[src/rtl/dot_update_queue_pkg.sv]
// rtl/dot_update_queue_pkg.sv - shared entry layout, video limits and FSM states
//
// Purpose: definitions shared by dot_update_queue and its FIFO.
//   - VIDEO_WIDTH / VIDEO_HEIGHT and the derived default coordinate limits
//   - entry layout: {is_y, id[ID_W-1:0], loc[LOC_W-1:0]}, is_y in the MSB
//   - drain FSM state encodings
//   - helpers for the id field width and coordinate clamping
package dot_update_queue_pkg;

  localparam int VIDEO_WIDTH  = 640;
  localparam int VIDEO_HEIGHT = 480;
  localparam int X_MAX_DEF    = VIDEO_WIDTH - 1;
  localparam int Y_MAX_DEF    = VIDEO_HEIGHT - 1;

  // Coordinates are stored in 10 bits; both limits fit.
  localparam int LOC_W = 10;

  typedef enum logic [1:0] {
    ST_IDLE = 2'd0,
    ST_LOAD = 2'd1,
    ST_HOLD = 2'd2,
    ST_DONE = 2'd3
  } dq_state_t;

  // Width of the stored id field; never zero so the entry always has a slice.
  function automatic int id_width(input int num_dots);
    return (num_dots > 1) ? $clog2(num_dots) : 1;
  endfunction

  // Saturate a full 32-bit coordinate to lim, then keep the low LOC_W bits.
  function automatic logic [LOC_W-1:0] clamp_loc(input logic [31:0] loc,
                                                 input logic [31:0] lim);
    return (loc > lim) ? lim[LOC_W-1:0] : loc[LOC_W-1:0];
  endfunction

endpackage

[src/rtl/dot_update_queue_sync_fifo.sv]
// rtl/dot_update_queue_sync_fifo.sv - parameterised register FIFO
//
// Purpose: single-clock FIFO with first-word-fall-through read data.
// Ports:
//   clk, reset  clock and asynchronous active-high reset (pointers only)
//   push, din   write strobe and data; caller guarantees not full unless popping
//   pop, dout   read strobe and current head entry
//   full, empty, count  occupancy derived from the pointer difference
module sync_fifo #(
  parameter int WIDTH = 8,
  parameter int DEPTH = 16,
  localparam int AW = $clog2(DEPTH)
) (
  input  logic             clk,
  input  logic             reset,
  input  logic             push,
  input  logic             pop,
  input  logic [WIDTH-1:0] din,
  output logic [WIDTH-1:0] dout,
  output logic             full,
  output logic             empty,
  output logic [AW:0]      count
);

  logic [WIDTH-1:0] mem [DEPTH];
  logic [AW:0]      wr_ptr;
  logic [AW:0]      rd_ptr;

  // Pointers carry one extra bit so full and empty differ; they wrap freely.
  always_ff @(posedge clk or posedge reset) begin
    if (reset) begin
      wr_ptr <= '0;
      rd_ptr <= '0;
    end else begin
      if (push) wr_ptr <= wr_ptr + 1'b1;
      if (pop)  rd_ptr <= rd_ptr + 1'b1;
    end
  end

  always_ff @(posedge clk) begin
    if (push) mem[wr_ptr[AW-1:0]] <= din;
  end

  assign count = wr_ptr - rd_ptr;
  assign full  = (count == (AW+1)'(DEPTH));
  assign empty = (count == '0);
  assign dout  = mem[rd_ptr[AW-1:0]];

endmodule

[src/rtl/dot_update_queue.sv]
// rtl/dot_update_queue.sv - frame-synchronised dot coordinate write queue
//
// Purpose: buffers processor dot writes and releases them to the VGA
// controller only after a rising edge of screenEnd, stretching each write
// over HOLD_CYCLES clocks so the slower display domain sees it once.
// Ports:
//   clk, reset                         system clock, async active-high reset
//   cpu_wren, cpu_is_y, cpu_id, cpu_loc processor write port
//   cpu_full                           FIFO full
//   screenEnd                          frame-boundary level from timing gen
//   dotWren, is_Yloc, dotID, dotLoc    write port to the display controller
//   frame_done                         one-cycle pulse when a drain ends
//   overflow, bad_id                   sticky error flags
module dot_update_queue
  import dot_update_queue_pkg::*;
#(
  parameter int DEPTH       = 16,
  parameter int NUM_DOTS    = 8,
  parameter int HOLD_CYCLES = 4,
  parameter int X_MAX       = X_MAX_DEF,
  parameter int Y_MAX       = Y_MAX_DEF
) (
  input  logic        clk,
  input  logic        reset,
  input  logic        cpu_wren,
  input  logic        cpu_is_y,
  input  logic [31:0] cpu_id,
  input  logic [31:0] cpu_loc,
  output logic        cpu_full,
  input  logic        screenEnd,
  output logic        dotWren,
  output logic        is_Yloc,
  output logic [31:0] dotID,
  output logic [31:0] dotLoc,
  output logic        frame_done,
  output logic        overflow,
  output logic        bad_id
);

  localparam int AW      = $clog2(DEPTH);
  localparam int ID_W    = id_width(NUM_DOTS);
  localparam int ENTRY_W = 1 + ID_W + LOC_W;
  localparam int HC_W    = $clog2(HOLD_CYCLES);

  logic               id_ok;
  logic               push;
  logic               pop;
  logic               fifo_full;
  logic               fifo_empty;
  logic [AW:0]        fifo_count;
  logic [AW:0]        budget;
  logic [LOC_W-1:0]   loc_clamped;
  logic [ENTRY_W-1:0] push_entry;
  logic [ENTRY_W-1:0] head;
  logic               se_q;
  logic               start;
  dq_state_t          state;
  logic [HC_W-1:0]    hold_cnt;

  assign id_ok       = (cpu_id < 32'(NUM_DOTS));
  assign loc_clamped = clamp_loc(cpu_loc, cpu_is_y ? 32'(Y_MAX) : 32'(X_MAX));
  assign push_entry  = {cpu_is_y, cpu_id[ID_W-1:0], loc_clamped};

  // A pop frees a slot in the same cycle, so a full FIFO still accepts then.
  assign pop      = (state == ST_LOAD) && !fifo_empty;
  assign push     = cpu_wren && id_ok && (!fifo_full || pop);
  assign cpu_full = fifo_full;

  sync_fifo #(
    .WIDTH (ENTRY_W),
    .DEPTH (DEPTH)
  ) u_fifo (
    .clk   (clk),
    .reset (reset),
    .push  (push),
    .pop   (pop),
    .din   (push_entry),
    .dout  (head),
    .full  (fifo_full),
    .empty (fifo_empty),
    .count (fifo_count)
  );

  always_ff @(posedge clk or posedge reset) begin
    if (reset) se_q <= 1'b0;
    else       se_q <= screenEnd;
  end

  assign start = screenEnd & ~se_q;

  always_ff @(posedge clk or posedge reset) begin
    if (reset) begin
      overflow <= 1'b0;
      bad_id   <= 1'b0;
    end else begin
      if (cpu_wren && !id_ok)                      bad_id   <= 1'b1;
      if (cpu_wren && id_ok && fifo_full && !pop)  overflow <= 1'b1;
    end
  end

  // The budget is latched at the frame edge so later pushes wait a frame.
  // The LOAD cycle doubles as the one-clock low gap between writes, and the
  // DONE cycle provides it after the last write.
  always_ff @(posedge clk or posedge reset) begin
    if (reset) begin
      state      <= ST_IDLE;
      budget     <= '0;
      hold_cnt   <= '0;
      dotWren    <= 1'b0;
      is_Yloc    <= 1'b0;
      dotID      <= '0;
      dotLoc     <= '0;
      frame_done <= 1'b0;
    end else begin
      frame_done <= 1'b0;
      case (state)
        ST_IDLE: begin
          if (start) begin
            budget <= fifo_count;
            if (fifo_count == '0) begin
              state      <= ST_DONE;
              frame_done <= 1'b1;
            end else begin
              state <= ST_LOAD;
            end
          end
        end
        ST_LOAD: begin
          is_Yloc  <= head[ENTRY_W-1];
          dotID    <= 32'(head[LOC_W +: ID_W]);
          dotLoc   <= 32'(head[LOC_W-1:0]);
          dotWren  <= 1'b1;
          hold_cnt <= '0;
          budget   <= budget - 1'b1;
          state    <= ST_HOLD;
        end
        ST_HOLD: begin
          if (hold_cnt == HC_W'(HOLD_CYCLES - 1)) begin
            dotWren <= 1'b0;
            if (budget != '0) begin
              state <= ST_LOAD;
            end else begin
              state      <= ST_DONE;
              frame_done <= 1'b1;
            end
          end else begin
            hold_cnt <= hold_cnt + 1'b1;
          end
        end
        ST_DONE: state <= ST_IDLE;
        default: state <= ST_IDLE;
      endcase
    end
  end

endmodule

[config.mk]
export PLATFORM = sky130hd
export DESIGN_NAME = dot_update_queue
export DESIGN_NICKNAME = d
export VERILOG_FILES = /design/src/rtl/dot_update_queue_pkg.sv /design/src/rtl/dot_update_queue_sync_fifo.sv /design/src/rtl/dot_update_queue.sv
export SDC_FILE = /design/constraint.sdc
export NUM_CORES = 1
export LEC_CHECK = 0
export ABC_AREA = 1
export CAP_MARGIN = 15
export CORE_ASPECT_RATIO = 1.5
export CORE_UTILIZATION = 30
export DETAILED_ROUTE_END_ITERATION = 8
export PLACE_DENSITY = 0.44
export SETUP_SLACK_MARGIN = 0.02
export SYNTH_ARGS = -nofsm -noshare
export SYNTH_HDL_FRONTEND = slang
export SYNTH_HIERARCHICAL = 1
export SYNTH_SLANG_ARGS = --single-unit
[constraint.sdc]
create_clock -name clk -period 4.8 [get_ports clk]
set_clock_uncertainty 0.05 [all_clocks]
set_input_delay 1.2 -clock clk [delete_from_list [all_inputs] [get_ports clk]]
set_output_delay 1.2 -clock clk [all_outputs]
set_load 0.03 [all_outputs]
==> results.yml, run 1 <==
setup_path:
  cp.buffers_inverters: 1
  critPathKind: "reg2out"
  critPathTopFamily: "adder cells"
  path_max_fanout: 31
  required_ns: 3.55
  crit_arrival_ns: 3.07
  critPathMaxStageDelay_ns: 0.69
  cpMostUsedCell: "nor2_1"
  crit_path_start_kind: "flop"
  slowest_stage: "clkdlybuf4s50_1"
  end_kind: "primary output"
  crit_chain: "ha_1 -> fa_1 -> nand2_1 -> nor2_1 -> nand3_1 -> nor2_1 -> clkdlybuf4s50_1"
synthesis:
  synthCells: 1349
  synth_edf_count: 224
  synth_top_area_frac: 0.535
  post_synth_fa_ha_maj_area_fraction: 0.0165
  synthSimpleGateAreaFrac: 0.222
  synth-seq-cells: 262
  avgSynthCellArea_sq_um: 9.31
  synthXorXnorAreaFrac: 0.00906
  synth.distinct_cells: 33
  ys_async_sr_fraction: 0.145
  synth_top_family_by_area: "simple AND/OR/NAND/NOR gates"
  synth_mux_area_frac: 0
  synth_compound_area_frac: 0.0101
  ys.flop_type: "edfxtp_1"
  seq_area_frac_synth: 0.611
  yosys.area.top_type: "edfxtp_1"
  synth_area_sq_mm: 0.0126
  yosysWarnings: 6
  synth.area.top_cells: "edfxtp_1 (54%), nand2_1 (13%), inv_1 (7.6%), dfrtp_1 (7.6%), nand3_1 (6.3%)"
timing:
  fin_ws_ns: 0.480
  setup_viol: 0
  finalHoldViolCount: 0
  rsz0062_at_grt: "false"
  slew_headroom: 0.293
  post-route-period-util: 0.900
  clock.fmax_mhz: 232
  worst_pin_slew_ns: 1.06
  slew_viol_final: 0
  tns_ns: 0
  period_needed_ns: 4.32
clocking:
  cts.sinks: 262
  clockBufferDepth: 3
  htree_levels: 1
  numCtsBuffers: 28
  cts_tree: "yes"
  insertion_delay_ns: 0.57
  holdBufCountCts: 0
  cts_root_buffer: "clkbuf_16"
  post_cts_buffers: 0
  post_cts_resized: 0
  path_clk_slew_ns: 0.06
global_route:
  antenna_found_initial: 0
  gr-total-overflow: 0
  grt_pass1_vias: 8541
  grtUsageTotal: 0.158
  grt_max_degree: 88
  grt_pass1_wl_um: 50600
floorplan:
  dieWidth_um: 169
  die_h_um: 253
  fp.dieArea_sq_mm: 0.0427
  rows: 91
  initial_core_util: 0.305
  io_pins: 139
  fp.coreArea_sq_mm: 0.0412
job:
  drv_cap: 0
min_path:
  worstHoldPathType: "reg2reg"
placement:
  numPortBuffers: 87
  globalplace.congestion: 0.754
  pre_cts_ws_ns: 0.930
  dp_cells: 1980
  dp_hpwl_um: 20700
layout:
  final-seq-area_sq_mm: 0.00768
  drive_gt1_frac: 0.0625
  instances_no_fill: 2030
  mostFrequentLayoutCell: "nand2_1"
  layout_common_cells: "nand2_1 (440), inv_1 (254), edfxtp_1 (224)"
  fill_cells: 4186
  fin_nets: 1538
  diodes: 0
  multi_input_area_sq_mm: 0.00344
  syn_to_final_growth_pct: 18.3
run_status:
  status: "completed"
power:
  seqPwrFrac: 0.381
  p_leak_nw: 6.68
  powerDensity_mw_per_mm2: 477
  swShare: 0.361
  combPwrFrac: 0.312
  ir_drop_uv: 281
  p_clk_frac: 0.307
  p_switching_mw: 2.56
  p_int_mw: 4.54
drt:
  via_per_inst: 4.26
  drt_iter0_markers: 402
  drc_errors: 0
  wl_per_cell_um: 16.3
  wirelength_um: 33000
  ant_nets: 0
  num_vias: 8654
  first_pass_iters: 4
## layer usage
metal	vias to the layer above	routed length [um]	share of wire	track usage
met3	45	1480	0.045	0.0174
met5	-	0	0	0
li1	4322	-	-	-
met2	210	17000	0.51	0.296
met4	0	989	0.030	0.0538
met1	4077	13600	0.41	0.186
## through the flow
step | hold WS, ns | total power, mW | utilization | area [sq um]
6_report | 0.413 | 7.10 | 0.361 | 14900
5_1_grt | 0.455 | 7.55 | 0.361 | 14900
4_1_cts | 0.426 | 7.22 | 0.360 | 14800
3_5_place_dp | 0.409 | 5.01 | 0.338 | 13900
3_3_place_gp | 0.399 | 5.01 | 0.338 | 13900
2_1_floorplan | 0.412 | 4.32 | - | 12800
## state kept, by name, indices dropped and copies added, names as in the netlist
signal	flops
bad_id	1
budget	5
dotID	3
dotLoc	10
dotWren	1
frame_done	1
hold_cnt	2
is_Yloc	1
overflow	1
se_q	1
state	2
u_fifo/mem	224
u_fifo/rd_ptr	5
u_fifo/wr_ptr	5
## Yosys cell counts, types with 2 or more instances
cell	n
nand2_4	2
clkbuf_1	6
inv_2	4
nand4_1	6
nor2_1	60
nor2_2	2
buf_4	60
inv_1	255
xor2_1	10
dfrtp_1	38
ha_1	15
xnor2_1	3
nand3_1	157
nand2_2	2
a21oi_1	2
buf_2	25
nand2_1	440
edfxtp_1	224
buf_6	5
buf_1	3
nand3b_1	3
o22ai_1	2
o21ai_0	15
## worst min-delay path, stage by stage (launching register included)
cell and delay [ns]:
dfrtp_1 0.34, inv_1 0.04, nand2_1 0.05
## cell families (layout without fill, tap and decap cells)
group	Yosys count	in the layout
AOI/OAI and AO/OA	23	23
xor gates and xnor gates	13	13
adders and majority gates	16	16
buffers and inverters	359	432
DFF	262	262
other	1	51
and+or+nand+nor	675	675
## worst paths after layout
path                                                end                    startpoint  cells past startpoint  slack (ns)
max reg2reg                u_fifo/mem[11][13]$_DFFE_PP_  u_fifo/rd_ptr[0]$_DFFE_PP0P_                     12        1.05
min                                overflow$_DFFE_PP0P_          overflow$_DFFE_PP0P_                      2        0.41
min reg2reg                        overflow$_DFFE_PP0P_          overflow$_DFFE_PP0P_                      2        0.41
max in group asynchronous         dotLoc[2]$_DFFE_PP0P_                         reset                      4        3.26
min in group asynchronous         budget[1]$_DFFE_PP0P_                         reset                      2        0.93
max                                            cpu_full  u_fifo/rd_ptr[0]$_DFFE_PP0P_                      7        0.48
## power by group through the flow
stage / registers (mW) / clock network [mW] / logic (mW)
after floorplan: 2.76 / 0 / 1.55
after global placement: 2.75 / 0 / 2.25
after detailed placement: 2.75 / 0 / 2.26
after CTS: 2.71 / 2.25 / 2.27
after global routing: 2.73 / 2.32 / 2.51
final: 2.70 / 2.18 / 2.21
## final cells by class
cell class	count	share of cell area
multi-input combinational	778	0.231
inverter	260	0.0659
timing repair buffer	123	0.0781
tap	558	0.0470
clock inverter	16	0.0126
clock buffer	33	0.0484
sequential	262	0.517
Note: power is estimated with default switching activity, not from simulation.
==> run 2: changes to the inputs <==
--- a/config.mk
+++ b/config.mk
@@ -6,10 +6,12 @@
 export NUM_CORES = 1
 export LEC_CHECK = 0
 export ABC_AREA = 1
+export ABC_CLOCK_PERIOD_IN_PS = 4800
 export CAP_MARGIN = 15
-export CORE_ASPECT_RATIO = 1.5
+export CORE_ASPECT_RATIO = 1.75
 export CORE_UTILIZATION = 30
 export DETAILED_ROUTE_END_ITERATION = 8
+export GPL_TIMING_DRIVEN = 0
 export PLACE_DENSITY = 0.44
 export SETUP_SLACK_MARGIN = 0.02
 export SYNTH_ARGS = -nofsm -noshare
==> run 2 against run 1 <==
  * Clock-buffer cell count down 3
  * Combinational power increased by 19%
  * Sequential share of layout area fell by 1.7 points
  * Non-clock buffer count increased by 78
  * Clock power fell by 7%
  * Die area hardly changed
  * Critical path depth grew 3
  * Core utilization grew 1.3 points
  * Largest cell class unchanged
==> results.yml, run 2 (synthesized netlist as in run 1, its figures left out) <==
layout:
  mostFrequentLayoutCell: "nand2_1"
  syn_to_final_growth_pct: 22.3
  fill_cells: 4104
  diodes: 0
  instances_no_fill: 2099
  layout_common_cells: "nand2_1 (440), inv_1 (255), edfxtp_1 (224)"
  drive_gt1_frac: 0.107
  largest_reg_flops: 224
  fin_nets: 1614
setup_path:
  critPathMaxStageDelay_ns: 0.50
  r2r-end: "u_fifo/mem[8][8]$_DFFE_PP_"
  crit_arrival_ns: 2.92
  regToRegStartpoint: "u_fifo/rd_ptr[2]$_DFFE_PP0P_"
  cpMostUsedCell: "nand2_1"
  slowest_stage: "dfrtp_1"
  crit_chain: "inv_1 -> clkbuf_4 -> buf_2 -> ha_1 -> nand3b_1 -> nand2_1 -> nand2_1 -> nand3_1 -> nor2_1 -> dlymetal6s2s_1"
  r2r_slack_ns: 0.88
  required_ns: 3.55
  path_max_fanout: 10
  crit_path_start_kind: "flop"
  reg2reg_depth: 15
  end_kind: "primary output"
  crit_path_end: "cpu_full"
  critPathKind: "reg2out"
  startpoint: "u_fifo/rd_ptr[1]$_DFFE_PP0P_"
floorplan:
  dieWidth_um: 157
  initial_core_util: 0.306
  die_h_um: 273
  fp.coreArea_sq_mm: 0.0411
  fp.dieArea_sq_mm: 0.0427
  rows: 98
  io_pins: 139
clocking:
  clockBufferDepth: 3
  cts.sinks: 262
  cts_tree: "yes"
  numCtsBuffers: 26
  htree_levels: 1
  post_cts_buffers: 0
  post_cts_resized: 0
  cts_root_buffer: "clkbuf_16"
  path_clk_slew_ns: 0.07
  holdBufCountCts: 0
  insertion_delay_ns: 0.56
power:
  ir_drop_uv: 207
  powerDensity_mw_per_mm2: 474
  power.total_mw: 7.29
  p_leak_nw: 7.05
global_route:
  grtUsageTotal: 0.170
  antenna_found_initial: 0
  grt_pass1_vias: 8823
  grt_max_degree: 29
  gr-total-overflow: 0
  grt_pass1_wl_um: 52800
placement:
  numPortBuffers: 87
  dp_cells: 2049
  dp_hpwl_um: 26500
  globalplace.congestion: 0.864
drt:
  ant_nets: 0
  first_pass_iters: 4
  via_per_inst: 4.14
  wirelength_um: 35200
  drt_iter0_markers: 394
  num_vias: 8700
  wl_per_cell_um: 16.8
  drc_errors: 0
timing:
  post-route-period-util: 0.870
  tns_ns: 0
  rsz0062_at_grt: "false"
  period_needed_ns: 4.17
  slew_viol_final: 0
  finalHoldViolCount: 0
  worst_pin_slew_ns: 0.904
  setup_viol: 0
  clock.fmax_mhz: 240
  slew_headroom: 0.396
run_status:
  status: "completed"
job:
  drv_cap: 0
min_path:
  worstHoldPathType: "reg2reg"
==> run 2: cell types whose count changed in the layout (fill, tap and decap cells not counted), moves of 4 or more <==
| cell | delta |
|---|---|
| buf_4 | +29 |
| buf_2 | +24 |
| buf_6 | +11 |
| clkbuf_1 | +5 |
| buf_8 | +4 |
| clkinv_2 | +4 |
| nor2_1 | -4 |
| nor2_2 | +4 |
==> run 2: how the worst min path moves through the flow <==
stage                                       startpoint                            to  slack, ns  cells past startpoint
after floorplan           u_fifo/rd_ptr[4]$_DFFE_PP0P_  u_fifo/rd_ptr[4]$_DFFE_PP0P_       0.41                      1
after global placement            overflow$_DFFE_PP0P_          overflow$_DFFE_PP0P_       0.40                      2
after detailed placement          overflow$_DFFE_PP0P_          overflow$_DFFE_PP0P_       0.40                      2
after CTS                         overflow$_DFFE_PP0P_          overflow$_DFFE_PP0P_       0.42                      2
after global routing                bad_id$_DFFE_PP0P_            bad_id$_DFFE_PP0P_       0.45                      1
final                             overflow$_DFFE_PP0P_          overflow$_DFFE_PP0P_       0.41                      2
==> run 2: cell type report <==
type | count | area [sq um] | share of cell area
Sequential cell | 262 | 7680 | 0.500
Inverter | 260 | 978 | 0.0637
Multi-Input combinational cell | 778 | 3450 | 0.225
Tap cell | 550 | 688 | 0.0448
Buffer | 99 | 668 | 0.0435
Clock buffer | 30 | 666 | 0.0433
Timing Repair Buffer | 102 | 1060 | 0.0689
Clock inverter | 18 | 179 | 0.0116
==> run 2: report_power, final <==
group          internal [mW]  switching, mW
sequential              2.56         0.0767
clock                   1.16          0.875
combinational          0.827           1.79
==> run 2: per-layer routing <==
layer,track usage,vias up,wire [um]
met5,0,-,0
met4,0.0916,0,1890
met3,0.0178,61,1290
met2,0.330,241,19200
met1,0.175,3920,12800
li1,-,4478,-
==> run 2: critical path: cells and delay by family, from the launching register on <==
family        cells  cell delay [ns]
flops             1             0.50
buf+inv           4             1.08
simple gates      5             0.49
fa+ha+maj         1             0.28
==> run 2: per-stage QoR <==
| step | instance area, sq um | hold slack, ns | setup WS [ns] | util |
|---|---|---|---|---|
| after detailed placement | 14500 | 0.399 | 0.186 | 0.353 |
| final | 15400 | 0.414 | 0.625 | 0.374 |
| after floorplan | 12800 | 0.412 | 1.15 | - |
| after global placement | 14300 | 0.395 | -0.101 | 0.348 |
| after CTS | 15300 | 0.416 | 0.0434 | 0.373 |
| after global routing | 15400 | 0.450 | 0.392 | 0.374 |
==> run 3: changes to the inputs <==
--- a/config.mk
+++ b/config.mk
@@ -12,6 +12,7 @@
 export CORE_UTILIZATION = 30
 export DETAILED_ROUTE_END_ITERATION = 8
 export GPL_TIMING_DRIVEN = 0
+export MAX_ROUTING_LAYER = met4
 export PLACE_DENSITY = 0.44
 export SETUP_SLACK_MARGIN = 0.02
 export SYNTH_ARGS = -nofsm -noshare
==> run 3 against run 2 <==
  * Combinational power about the same
  * Global-route usage grew 0.52 points
  * Total power about the same
  * Worst setup slack worse by 0.010 ns
  * Flip-flop and latch count did not move
  * Clock power about the same
  * Routed wire length is 0.19% higher
  * Sequential share of layout area stayed put
  * Critical path type unchanged
  * Largest cell class unchanged
  * Largest power group unchanged
==> results.yml, run 3 (synthesized netlist as in run 1, its figures left out) <==
timing:
  hold_slack_ns: 0.414
  setup_viol: 0
  slew_viol_final: 0
  worst_pin_slew_ns: 0.891
  slew_headroom: 0.404
  rsz0062_at_grt: "false"
  finalHoldViolCount: 0
  clock.fmax_mhz: 239
  period_needed_ns: 4.19
  post-route-period-util: 0.872
floorplan:
  fp.dieArea_sq_mm: 0.0427
  io_pins: 139
  fp.coreArea_sq_mm: 0.0411
  die_h_um: 273
  rows: 98
  initial_core_util: 0.306
  dieWidth_um: 157
power:
  p_int_mw: 4.55
  p_clk_frac: 0.279
  p_leak_nw: 7.05
  seqPwrFrac: 0.362
  swShare: 0.376
  combPwrFrac: 0.359
  ir_drop_uv: 206
  p_switching_mw: 2.74
  powerDensity_mw_per_mm2: 474
drt:
  ant_nets: 0
  drc_errors: 0
  wirelength_um: 35300
  drt_iter0_markers: 408
  first_pass_iters: 4
  via_per_inst: 4.16
  wl_per_cell_um: 16.8
  num_vias: 8735
placement:
  globalplace.congestion: 0.880
  dp_hpwl_um: 26500
  dpl-instance-area_sq_mm: 0.0145
  numPortBuffers: 87
clocking:
  post_cts_resized: 0
  htree_levels: 1
  clockBufferDepth: 3
  holdBufCountCts: 0
  cts_tree: "yes"
  post_cts_buffers: 0
  cts.sinks: 262
  insertion_delay_ns: 0.56
  numCtsBuffers: 26
  cts_root_buffer: "clkbuf_16"
  path_clk_slew_ns: 0.07
layout:
  fin_area_sq_mm: 0.0154
  post-route-util: 0.374
  fill_cells: 4104
  mostFrequentLayoutCell: "nand2_1"
  layout_common_cells: "nand2_1 (440), inv_1 (255), edfxtp_1 (224)"
  drive_gt1_frac: 0.107
  diodes: 0
  syn_to_final_growth_pct: 22.3
  fin_nets: 1614
  largest_reg_flops: 224
job:
  drv_cap: 0
min_path:
  worstHoldPathType: "reg2reg"
  min_from: "overflow$_DFFE_PP0P_"
global_route:
  antenna_found_initial: 0
  grtUsageTotal: 0.175
  grt_pass1_wl_um: 52800
  grt_pass1_vias: 8808
  gr-total-overflow: 0
  grt_max_degree: 29
setup_path:
  end_kind: "primary output"
  startpoint: "u_fifo/rd_ptr[1]$_DFFE_PP0P_"
  crit_arrival_ns: 2.94
  crit_path_start_kind: "flop"
  path_max_fanout: 10
  required_ns: 3.55
  regToRegStartpoint: "u_fifo/rd_ptr[1]$_DFFE_PP0P_"
  critPathKind: "reg2out"
run_status:
  status: "completed"
## run 3: cell counts in the layout (fill, tap and decap cells not counted)
Identical to the previous run, type by type.
## run 3: worst max-delay path: stages, from the launching register on
cell,delay [ns]
dfrtp_1,0.50
inv_1,0.17
clkbuf_4,0.30
buf_2,0.30
ha_1,0.28
nand3b_1,0.10
nand2_1,0.06
nand2_1,0.07
nand3_1,0.10
nor2_1,0.16
dlymetal6s2s_1,0.31
## run 3: final timing paths
check	slack (ns)	endpoint	cells after the start
min in group asynchronous	0.89	overflow$_DFFE_PP0P_	2
hold / removal	0.41	overflow$_DFFE_PP0P_	2
setup reg to reg	0.86	u_fifo/mem[3][12]$_DFFE_PP_	15
max in group asynchronous	3.42	dotID[2]$_DFFE_PP0P_	3
hold reg to reg	0.41	overflow$_DFFE_PP0P_	2
setup / recovery	0.61	cpu_full	10
## run 3: area by class of cell
| type | instances | area (sq um) | area share |
|---|---|---|---|
| Buffer | 99 | 668 | 0.0435 |
| Clock buffer | 30 | 666 | 0.0433 |
| Clock inverter | 18 | 179 | 0.0116 |
| Inverter | 260 | 978 | 0.0637 |
| Multi-Input combinational cell | 778 | 3450 | 0.225 |
| Sequential cell | 262 | 7680 | 0.500 |
| Tap cell | 550 | 688 | 0.0448 |
| Timing Repair Buffer | 102 | 1060 | 0.0689 |
## run 3: stage by stage
stage	total power [mW]	std cells	worst slack [ns]	TNS, ns
6_report	7.28	2099	0.615	0
5_1_grt	7.71	2099	0.392	0
4_1_cts	7.40	2097	0.0434	0
3_5_place_dp	5.33	2049	0.186	0
3_3_place_gp	5.32	2036	-0.101	-2.72
2_1_floorplan	4.32	1399	1.15	0
## run 3: power by group through the flow
stage	clock (mW)	sequential (mW)	combinational [mW]
final	2.03	2.64	2.61
after global routing	2.19	2.65	2.88
after CTS	2.10	2.64	2.66
after detailed placement	0	2.69	2.65
after global placement	0	2.69	2.63
after floorplan	0	2.76	1.55
## run 3: layer usage
layer | vias to the layer above | routed length (um) | GRT usage
li1 | 4472 | - | -
met1 | 3951 | 12800 | 0.175
met2 | 251 | 19300 | 0.332
met3 | 61 | 1340 | 0.0176
met4 | 0 | 1780 | 0.0880
met5 | - | 0 | -
